## config.mk

```make
export PLATFORM = sky130hd
export DESIGN_NAME = usart_parity_engine
export DESIGN_NICKNAME = d
export VERILOG_FILES = /design/src/rtl/usart_pkg.sv /design/src/rtl/usart_parity_calc.sv /design/src/rtl/usart_parity_engine.sv
export SDC_FILE = /design/constraint.sdc
export NUM_CORES = 1
export LEC_CHECK = 0
export CAP_MARGIN = 20
export CORE_MARGIN = 8
export CORE_UTILIZATION = 40
export CTS_CLUSTER_DIAMETER = 50
export CTS_CLUSTER_SIZE = 12
export DETAILED_ROUTE_END_ITERATION = 8
export PLACE_DENSITY = 0.73
export SYNTH_ARGS = -nofsm -noshare
export SYNTH_HDL_FRONTEND = slang
export SYNTH_SLANG_ARGS = --single-unit
```

## constraint.sdc

```tcl
create_clock -name clk -period 2.4 [get_ports clk]
set_input_delay 0.36 -clock clk [delete_from_list [all_inputs] [get_ports clk]]
set_output_delay 0.36 -clock clk [all_outputs]
set_load 0.05 [all_outputs]
```

## src/rtl/usart_pkg.sv

```systemverilog
// Shared USART definitions for the TX/RX framers and the parity engine.
// Holds the parity-mode encodings and a helper that tells whether a mode
// carries a parity bit that should be checked.
package usart_pkg;

  localparam int unsigned ModeW = 3;

  typedef enum logic [ModeW-1:0] {
    ModeNone  = 3'd0,
    ModeEven  = 3'd1,
    ModeOdd   = 3'd2,
    ModeMark  = 3'd3,
    ModeSpace = 3'd4
  } parity_mode_e;

  // Reserved encodings 5..7 behave as NONE, so they are not checked.
  function automatic logic mode_checked(logic [ModeW-1:0] mode);
    logic checked;
    case (mode)
      ModeEven, ModeOdd, ModeMark, ModeSpace: checked = 1'b1;
      default:                                checked = 1'b0;
    endcase
    return checked;
  endfunction

endpackage

```

## src/rtl/usart_parity_calc.sv

```systemverilog
// Combinational parity generator.
// Ports:
//   data : data word (DATA_W bits)
//   mode : parity mode (usart_pkg encodings; reserved values act as NONE)
//   par  : computed parity bit
module usart_parity_calc
  import usart_pkg::*;
#(
  parameter int unsigned DATA_W = 8
) (
  input  logic [DATA_W-1:0] data,
  input  logic [ModeW-1:0]  mode,
  output logic              par
);

  always_comb begin
    par = 1'b0;
    case (mode)
      ModeEven: par = ^data;
      ModeOdd:  par = ~^data;
      ModeMark: par = 1'b1;
      default:  par = 1'b0;
    endcase
  end

endmodule

```

## src/rtl/usart_parity_engine.sv

```systemverilog
// One-entry parity pipeline stage: generates the parity bit for a word,
// flags a mismatch against the received parity, and keeps a saturating
// mismatch count.
// Ports:
//   clk, rst          : clock, synchronous active-high reset
//   cfg_mode          : parity mode, sampled at acceptance
//   in_valid/in_ready : input handshake; in_data, in_par are the word and rx parity
//   out_valid/out_ready : output handshake; out_par, out_err are the held result
//   err_cnt, err_cnt_clr : saturating mismatch counter and its clear
module usart_parity_engine
  import usart_pkg::*;
#(
  parameter int unsigned DATA_W = 8,
  parameter int unsigned CNT_W  = 8
) (
  input  logic              clk,
  input  logic              rst,
  input  logic [ModeW-1:0]  cfg_mode,
  input  logic              in_valid,
  output logic              in_ready,
  input  logic [DATA_W-1:0] in_data,
  input  logic              in_par,
  output logic              out_valid,
  input  logic              out_ready,
  output logic              out_par,
  output logic              out_err,
  output logic [CNT_W-1:0]  err_cnt,
  input  logic              err_cnt_clr
);

  typedef enum logic {StEmpty, StFull} state_e;

  state_e           state_q;
  logic             out_par_q;
  logic             out_err_q;
  logic [CNT_W-1:0] err_cnt_q;

  logic calc_par;
  logic calc_err;
  logic accept;
  logic err_accept;

  usart_parity_calc #(
    .DATA_W(DATA_W)
  ) u_calc (
    .data(in_data),
    .mode(cfg_mode),
    .par (calc_par)
  );

  assign calc_err   = mode_checked(cfg_mode) && (in_par != calc_par);
  assign out_valid  = (state_q == StFull);
  assign in_ready   = !out_valid || out_ready;
  assign accept     = in_valid && in_ready;
  assign err_accept = accept && calc_err;

  always_ff @(posedge clk) begin
    if (rst) begin
      state_q   <= StEmpty;
      out_par_q <= 1'b0;
      out_err_q <= 1'b0;
      err_cnt_q <= '0;
    end else begin
      unique case (state_q)
        StEmpty: begin
          if (accept) begin
            state_q   <= StFull;
            out_par_q <= calc_par;
            out_err_q <= calc_err;
          end
        end
        StFull: begin
          if (accept) begin
            // Consume and reload in the same cycle.
            out_par_q <= calc_par;
            out_err_q <= calc_err;
          end else if (out_ready) begin
            state_q <= StEmpty;
          end
        end
        default: state_q <= StEmpty;
      endcase

      // Clear wins over the old count, but a coincident error still counts.
      if (err_cnt_clr) begin
        err_cnt_q <= err_accept ? CNT_W'(1) : '0;
      end else if (err_accept && !(&err_cnt_q)) begin
        err_cnt_q <= err_cnt_q + CNT_W'(1);
      end
    end
  end

  assign out_par = out_par_q;
  assign out_err = out_err_q;
  assign err_cnt = err_cnt_q;

endmodule

```

Word level (Yosys, flattened, before mapping)
Cells that the tools add are included.

storage, ports and cells
  flip-flop bits (word level) = 11

cells by class
  add/subtract/negate cells = 1
  bitwise logic cells = 1
  equal/unequal tests = 5
  multiplexer cells = 11
  reduce and logical (&&, ||, !) cells = 12

operators by type and width
  kind                                                                   count
  8-bit two-way mux                                                      2
  8-bit by 1-bit adder with 8-bit output, second input constant          1
  8-bit AND reduction                                                    1
  8-bit XNOR reduction                                                   1
  8-bit XOR reduction                                                    1
  1-bit two-way mux                                                      7
  3-bit by 2-bit equality test with 1-bit output, second input constant  2
  1-bit logical AND                                                      4
  4-bit OR reduction                                                     1
  3-bit by 1-bit equality test with 1-bit output, second input constant  1
  3-bit equality test, second input constant                             1
  1-bit case mux with 3 select lines                                     1
  1-bit zero test                                                        2
  1-bit case mux with 2 select lines                                     1
  2-bit nonzero test                                                     1
  1-bit logical OR                                                       1
  1-bit != test                                                          1
  1-bit inverter                                                         1

Logic depth before layout (Yosys ltp)
Gate-level depths: netlist (run 1).

  depth in word-level cells = 8
  depth in mapped cells = 7
  mapped depth without buffers = 7

By module
Synthesis (run 1) repeated with hierarchy kept, for this count alone.

unflattened totals
  cells, all modules = 76
  area total of the unflattened synthesis = 666.9 um^2

modules (own cells, without submodules)
  module               cells an instance  area an instance (um^2)  sequential area each (um^2)  instances
  usart_parity_engine  66                 583.1                    220.2                        1
  usart_parity_calc    10                 83.8                     0.0                          1

Least setup slack after synthesis (run 1)
No wires, ideal clock.

  path type = reg2reg
  from = register state_q (netlist: out_valid)
  to = register err_cnt_q[7] (netlist: err_cnt[7])
  setup slack = 0.262 ns
  required time = 2.328 ns
  period minus slack after synthesis = 2.138 ns
  stages on the path, launching flop included = 7
  data arrival time = 2.066 ns
  cells stage by stage = dfxtp_1 -> nand2b_1 -> and4_1 -> and4_1 -> nand4_1 -> mux2i_1 -> mux2i_1

between the ends
  word-level cells in the longest chain between the ends = 6

ends and longest elaborated chain
  what                                 line                       RTL
  from (decl)                          usart_parity_engine.sv:33  state_e state_q;
  from (signal assigned)               usart_parity_engine.sv:59  state_q <= StEmpty;
  from (signal assigned)               usart_parity_engine.sv:67  state_q <= StFull;
  from (signal assigned)               usart_parity_engine.sv:78  state_q <= StEmpty;
  1-bit zero test                      usart_parity_engine.sv:53  assign in_ready = !out_valid || out_ready;
  1-bit logical OR                     usart_parity_engine.sv:53
  via in_ready                         usart_parity_engine.sv:20  output logic in_ready,
  1-bit logical AND                    usart_parity_engine.sv:54  assign accept = in_valid && in_ready;
  1-bit logical AND                    usart_parity_engine.sv:55  assign err_accept = accept && calc_err;
  1-bit logical AND                    usart_parity_engine.sv:87  end else if (err_accept && !(&err_cnt_q)) begin
  2-bit nonzero test (no source line)  n/a
  to (signal assigned)                 usart_parity_engine.sv:86  err_cnt_q <= err_accept ? CNT_W'(1) : '0;
  to (signal assigned)                 usart_parity_engine.sv:88  err_cnt_q <= err_cnt_q + CNT_W'(1);
  to (decl)                            usart_parity_engine.sv:36  logic [CNT_W-1:0] err_cnt_q;

The timed path passes the listed nets, and every way through them passes these cells.
A chain may end at the register's enable or synchronous reset.

Worst setup path after layout (run 1)
  from = input port in_data[7]
  to = register err_cnt_q[1] (netlist: err_cnt[1])

between the ends
  word-level cells in the longest chain between the ends = 7
  elaborated cells on any way between the ends = 8
  those cells by class = eq/ne (1); mux (1); reduce/logical (6)

ends and longest elaborated chain
  what                                                         line                                              RTL
  from (decl)                                                  usart_parity_engine.sv:21                         input logic [DATA_W-1:0] in_data,
  8-bit XNOR reduction or 8-bit XOR reduction (tied branches)  usart_parity_calc.sv:20, usart_parity_calc.sv:19
  1-bit case mux with 3 select lines (*)                       usart_parity_calc.sv:18                           case (mode)
  1-bit != test (*)                                            usart_parity_engine.sv:51                         assign calc_err = mode_checked(cfg_mode) && (in_par != calc_par);
  1-bit logical AND (*)                                        usart_parity_engine.sv:51
  1-bit logical AND (*)                                        usart_parity_engine.sv:55
  1-bit logical AND (*)                                        usart_parity_engine.sv:87
  2-bit nonzero test (no source line) (*)                      n/a

Every way passes the cells marked *; elsewhere a longest branch is shown, timed or not.

==> flow_summary_export.csv, run 1 <==
group,metric,value,unit
run_status,run_status,"complete, no violations",
power_and_ir_drop,vdd_ir_drop_max,0.0002621,V
timing,fin_crit_sh,0.8883,
floorplan,fp-row-count,16,
floorplan,die_h,60.85,µm
timing,fin_crit,2.132,ns
min_path,hold_start,"out_par",
drt,routed-via-count,842,
power_and_ir_drop,power_report.internal_total,342.9,µW
global_routing,overflow,0,
setup_path,r2r_end,"err_cnt[7]",
synth,synthCells,99,
synth,synth_warnings,0,
setup_path,crit_path_start_kind,"input pin",
job,max-cap-violations,0,
clocking,cts_root_buf,"clkbuf_4",
setup_path,critPathRequiredTime,2.60,ns
synth,synth_area_leader_cell,"dfxtp_1",
synth,synth.distinct_cells,21,
timing,grt_setup_unrepaired,"no",
setup_path,reg2reg_slack,0.51,ns
synth,seq_area_frac_synth,0.2737,
min_path,hold_depth,2,
power_and_ir_drop,leakage,0.4028,nW
timing,max_slew_margin,0.6324,
layout,fin_area,1162,µm²
setup_path,arrival,2.33,ns
layout,nets,150,
placement,place_ws,-0.006038,ns
clocking,clk_pin_slew,0.07,ns
drt,vias_per_cell,5.329,
placement,gp_congestion,0.8661,
setup_path,worstSetupEndpointType,"register",
global_routing,grt_pass1_wl,3429,µm
power_and_ir_drop,switching_power,148.4,µW
clocking,postCtsSetupBuffers,0,
power_and_ir_drop,powerDensity,422.6,nW/µm²
global_routing,antenna_found_initial,0,
synth,ys_seq_elements,11,
global_routing,grt_usage,0.1195,
timing,setup_violations,0,
drt,drt.antenna.violating_nets,0,
synth,netlist_area,804.5,µm²
setup_path,timing.rr.start,"err_cnt[0]",
timing,finalHoldViolations,0,
synth,syn-num-nets,117,
setup_path,worstSetupPathType,"input pin to register",
timing,hold_slack,0.4538,ns
synth,netlist_top_cells_area,"dfxtp_1 (27%), mux2i_1 (17%), xnor2_1 (7.6%)",
synth,ys.flop_type,"dfxtp_1",
min_path,min_path_type,"register to register",
timing,slew_viol_final,0,
drt,drcViolationCount,0,
floorplan,initial_utilization,0.4186,
floorplan,die_area,3702,µm²
drt,drt_first_pass_iters,4,
synth,synthArstFlopShare,0,
setup_path,cp_max_fo,9,
drt,initialDrtViolationCount,22,
clocking,numClockSinks,11,
timing,fmax,469.1,MHz
synth,synth-edff-count,0,
timing,skew,0.0005817,ns
min_path,worst_hold_path.endpoint,"out_par",
floorplan,die_x,60.85,µm
placement,post-dp-hpwl,1679,µm
power_and_ir_drop,comb_power_share,0.353,
synth,avgSynthCellArea,8.126,µm²
power_and_ir_drop,power_frac_seq,0.389,
timing,tightest_slew,0.5493,ns
synth,synth_top_area_share,0.2737,
clocking,cts.htree.levels,1,
setup_path,r2r_cells,7,
layout,layout-drive-gt1-share,0.06107,
layout,fill_cells,184,
power_and_ir_drop,switching_share,0.3020,
clocking,cts_made_buffers,3,
clocking,postCtsHoldBufs,0,
synth,yosys-top-cells-count,"mux2i_1 (14), nand2_1 (14), dfxtp_1 (11), nand3_1 (8)",
power_and_ir_drop,pwr-share-clk,0.259,
drt,wire_per_inst,13.37,µm
clocking,ctsLongestPathBuffers,2,
placement,post_dp_cell_area,1136,µm²
clocking,cts_tree,"yes",
global_routing,grt_pass1_vias,770,
floorplan,design.core.area,1922,µm²
floorplan,ioPinCount,29,
clocking,post_cts_resized,0,
global_routing,grt_max_degree,11,
layout,area_growth,44.48,%
drt,routed_wl,2112,µm
placement,numPortBuffers,28,
layout,diodes,0,
timing,setup_slack,0.2682,ns
clocking,clk_latency,0.27,ns
-- routing by layer --
layer / share of wire / GRT usage
met1: 0.45 / 0.1401
met2: 0.46 / 0.1916
met4: 0.018 / 0.05980
met5: 0 / 0
met3: 0.069 / 0.03602
-- state kept, by name, indices dropped and copies added, names as in the netlist --
register,count
err_cnt,8
out_err,1
out_par,1
out_valid,1
-- worst max-delay path: stages --
cell and delay (ns):
clkdlybuf4s50_1 0.48, xnor2_1 0.13, xnor2_1 0.11, xnor2_1 0.30, mux2i_4 0.30, buf_12 0.15, mux2i_1 0.28, mux2i_1 0.23
-- kinds of logic (layout without fill, tap and decap cells) --
kind of cell / count (synthesis) / after routing / share of synthesized area
fa+ha+maj: 1 / 1 / 0.01555
xor+xnor: 7 / 7 / 0.07621
simple gates: 55 / 55 / 0.3593
compound gates: 5 / 5 / 0.03576
buf+inv: 4 / 36 / 0.01867
flops: 11 / 11 / 0.2737
mux: 16 / 16 / 0.2208
-- how the worst max path moves through the flow --
stage	from	endpoint	slack, ns	cells past startpoint
2_1_floorplan	out_valid	err_cnt[7]	0.26	6
3_3_place_gp	in_data[7]	err_cnt[0]	0.02	8
3_5_place_dp	in_data[1]	err_cnt[1]	-0.006	8
4_1_cts	in_data[7]	err_cnt[1]	0.26	8
5_1_grt	in_data[5]	err_cnt[1]	0.10	8
6_report	in_data[7]	err_cnt[1]	0.27	8
-- power groups by stage --
stage,combinational [mW],clock [mW],sequential [mW]
floorplan,0.0887,0,0.213
detailed placement,0.174,0,0.195
global placement,0.172,0,0.195
global route,0.185,0.139,0.192
finish,0.173,0.127,0.191
CTS,0.175,0.134,0.191
-- cell usage in the layout, fill, tap and decap left out --
| cell type | instances |
|---|---|
| clkdlybuf4s50_1 | 27 |
| nand2_1 | 14 |
| mux2i_1 | 14 |
| dfxtp_1 | 11 |
| nand3_1 | 8 |
| or3_1 | 7 |
| xnor2_1 | 7 |
| nor2_1 | 6 |
| nand4_1 | 6 |
| and4_1 | 4 |
| nor3_1 | 4 |
| nand2b_1 | 3 |
| a21oi_1 | 3 |
| clkbuf_4 | 3 |
| inv_1 | 2 |
| nor4_1 | 2 |
| buf_4 | 2 |
| o21ai_0 | 1 |
| nor2b_1 | 1 |
| mux2i_4 | 1 |
| o32ai_1 | 1 |
| mux2_4 | 1 |
| ha_1 | 1 |
| clkbuf_1 | 1 |
| buf_12 | 1 |
-- layout make-up --
class,count,area (µm²),share of cell area
Timing Repair Buffer,30,305.3,0.2626
Sequential cell,11,220.2,0.1895
Inverter,2,7.507,0.006459
Tap cell,27,33.78,0.02906
Multi-Input combinational cell,84,569.3,0.4898
Clock buffer,4,26.28,0.02261
-- metrics by stage --
step	utilization	power (mW)	setup TNS (ns)	instances
floorplan	-	0.3014	0	99
global placement	0.5911	0.3671	0	154
detailed placement	0.5911	0.3689	-0.008426	154
CTS	0.6048	0.4992	0	158
global route	0.6048	0.5164	0	158
finish	0.6048	0.4913	0	158
Power figures use the tool's default switching activity.
==> run 2: changes to the inputs <==
- CORE_UTILIZATION: 40 -> 43
- GPL_ROUTABILITY_DRIVEN: not set -> 0
- PLACE_DENSITY: 0.73 -> 0.77
==> run 2 against run 1 <==
Effect of this change:
- fmax is 0.50% higher
- largest cell class unchanged
- via count grew 1.3%
- non-clock buffer count is 1 higher
- worst setup slack gained 0.011 ns
- critical path type unchanged
- global-route usage up 2.2 points
- utilization increased by 5.7 points
- final cell count down 0.63%
- first-iteration DRC count decreased by 23%
==> flow_summary_export.csv, run 2 (synthesis gave the netlist of run 1 again) <==
group,metric,value,unit
timing,fmax,471.4,MHz
global_routing,overflow,0,
layout,fill_cells,162,
drt,routed-via-count,853,
timing,finalHoldViolations,0,
clocking,cts.htree.levels,1,
global_routing,grtUsageMet2,0.2096,
setup_path,critPathRequiredTime,2.62,ns
global_routing,use_met3,0.06725,
timing,setup_slack,0.2787,ns
layout,regArea,220.2,µm²
layout,final_cell_mix,"clkdlybuf4s50_1 (27), nand2_1 (14), mux2i_1 (14), dfxtp_1 (11), nand3_1 (8)",
floorplan,design.core.area,1745,µm²
clocking,cts_root_buf,"clkbuf_4",
clocking,postCtsSetupBuffers,0,
global_routing,grt_pass1_wl,3870,µm
setup_path,arrival,2.34,ns
global_routing,grt_usage,0.1419,
clocking,cts_tree,"yes",
drt,drcViolationCount,0,
timing,fin_crit,2.121,ns
min_path,min_path_type,"register to register",
drt,drt.antenna.violating_nets,0,
timing,max_slew_margin,0.6276,
clocking,clk_pin_slew,0.07,ns
global_routing,antenna_found_initial,0,
layout,final_common_cell,"clkdlybuf4s50_1",
floorplan,die_h,59.26,µm
job,max-cap-violations,0,
clocking,postCtsHoldBufs,0,
placement,place_ws,-0.01064,ns
power_and_ir_drop,powerDensity,430.7,nW/µm²
drt,routed_wl,2274,µm
layout,multi_input_area,569.3,µm²
timing,skew,0.003374,ns
global_routing,use_met1,0.1677,
drt,wire_per_inst,14.48,µm
setup_path,worstSetupPathType,"input pin to register",
drt,vias_per_cell,5.433,
clocking,clk_latency,0.28,ns
drt,initialDrtViolationCount,17,
setup_path,worstSetupEndpointType,"register",
layout,layout-drive-gt1-share,0.06818,
power_and_ir_drop,leakage,0.4039,nW
placement,numPortBuffers,28,
global_routing,grt_max_degree,12,
clocking,post_cts_resized,0,
setup_path,cp_max_fo,5,
layout,largest_reg_flops,8,
floorplan,ioPinCount,29,
power_and_ir_drop,vdd_ir_drop_max,0.0003037,V
floorplan,die_x,59.26,µm
timing,fin_crit_sh,0.8839,
clocking,ctsLongestPathBuffers,2,
global_routing,grt_pass1_vias,806,
floorplan,fp-row-count,15,
timing,tightest_slew,0.5566,ns
timing,grt_setup_unrepaired,"no",
clocking,numClockSinks,11,
layout,nets,151,
power_and_ir_drop,total_power,497.4,µW
timing,slew_viol_final,0,
setup_path,crit_path_start_kind,"input pin",
floorplan,initial_utilization,0.4609,
layout,area_growth,43.55,%
layout,final_util,0.6616,
layout,diodes,0,
drt,drt_first_pass_iters,4,
timing,setup_violations,0,
global_routing,gr-max-usage-layer,"met2",
clocking,cts_made_buffers,3,
placement,post-dp-hpwl,1759,µm
run_status,run_status,"complete, no violations",
floorplan,die_area,3511,µm²
[run 2: layout make-up]
cell class / instances / area share
tap: 25 / 0.02709
clock buffer: 4 / 0.02275
timing repair buffer: 31 / 0.2600
multi-input combinational: 84 / 0.4930
sequential: 11 / 0.1907
inverter: 2 / 0.006501
[run 2: critical path, cell delays in order]
cell and delay (ns):
clkdlybuf4s50_1 0.41, xnor2_1 0.19, xnor2_1 0.12, xnor2_1 0.30
mux2i_4 0.32, buf_4 0.18, mux2i_1 0.26, mux2i_1 0.20
[run 2: power breakdown]
group          leakage (nW)  internal, mW  switching [mW]
clock                0.0150        0.0647          0.0725
combinational         0.300        0.0861          0.0828
sequential           0.0892         0.187         0.00376
[run 2: metrics by stage]
step	hold WS (ns)	instances	setup TNS (ns)	cell area, µm²
finish	0.4577	157	0	1155
global route	0.4920	157	0	1155
CTS	0.4609	157	0	1155
detailed placement	0.4518	153	-0.02742	1129
global placement	0.4497	153	0	1129
floorplan	0.4895	99	0	804.5
[run 2: final timing paths]
path / slack [ns] / cells past startpoint / startpoint / endpoint
setup reg to reg: 0.49 / 7 / err_cnt[0] / err_cnt[7]
hold reg to reg: 0.46 / 2 / out_par / out_par
setup / recovery: 0.28 / 8 / in_data[7] / err_cnt[7]
hold / removal: 0.46 / 2 / out_par / out_par
[run 2: routing by layer]
| metal | vias to the layer above | part of all wire |
|---|---|---|
| li1 | 435 | - |
| met1 | 387 | 0.45 |
| met2 | 26 | 0.45 |
| met3 | 5 | 0.082 |
| met4 | 0 | 0.018 |
| met5 | - | 0 |
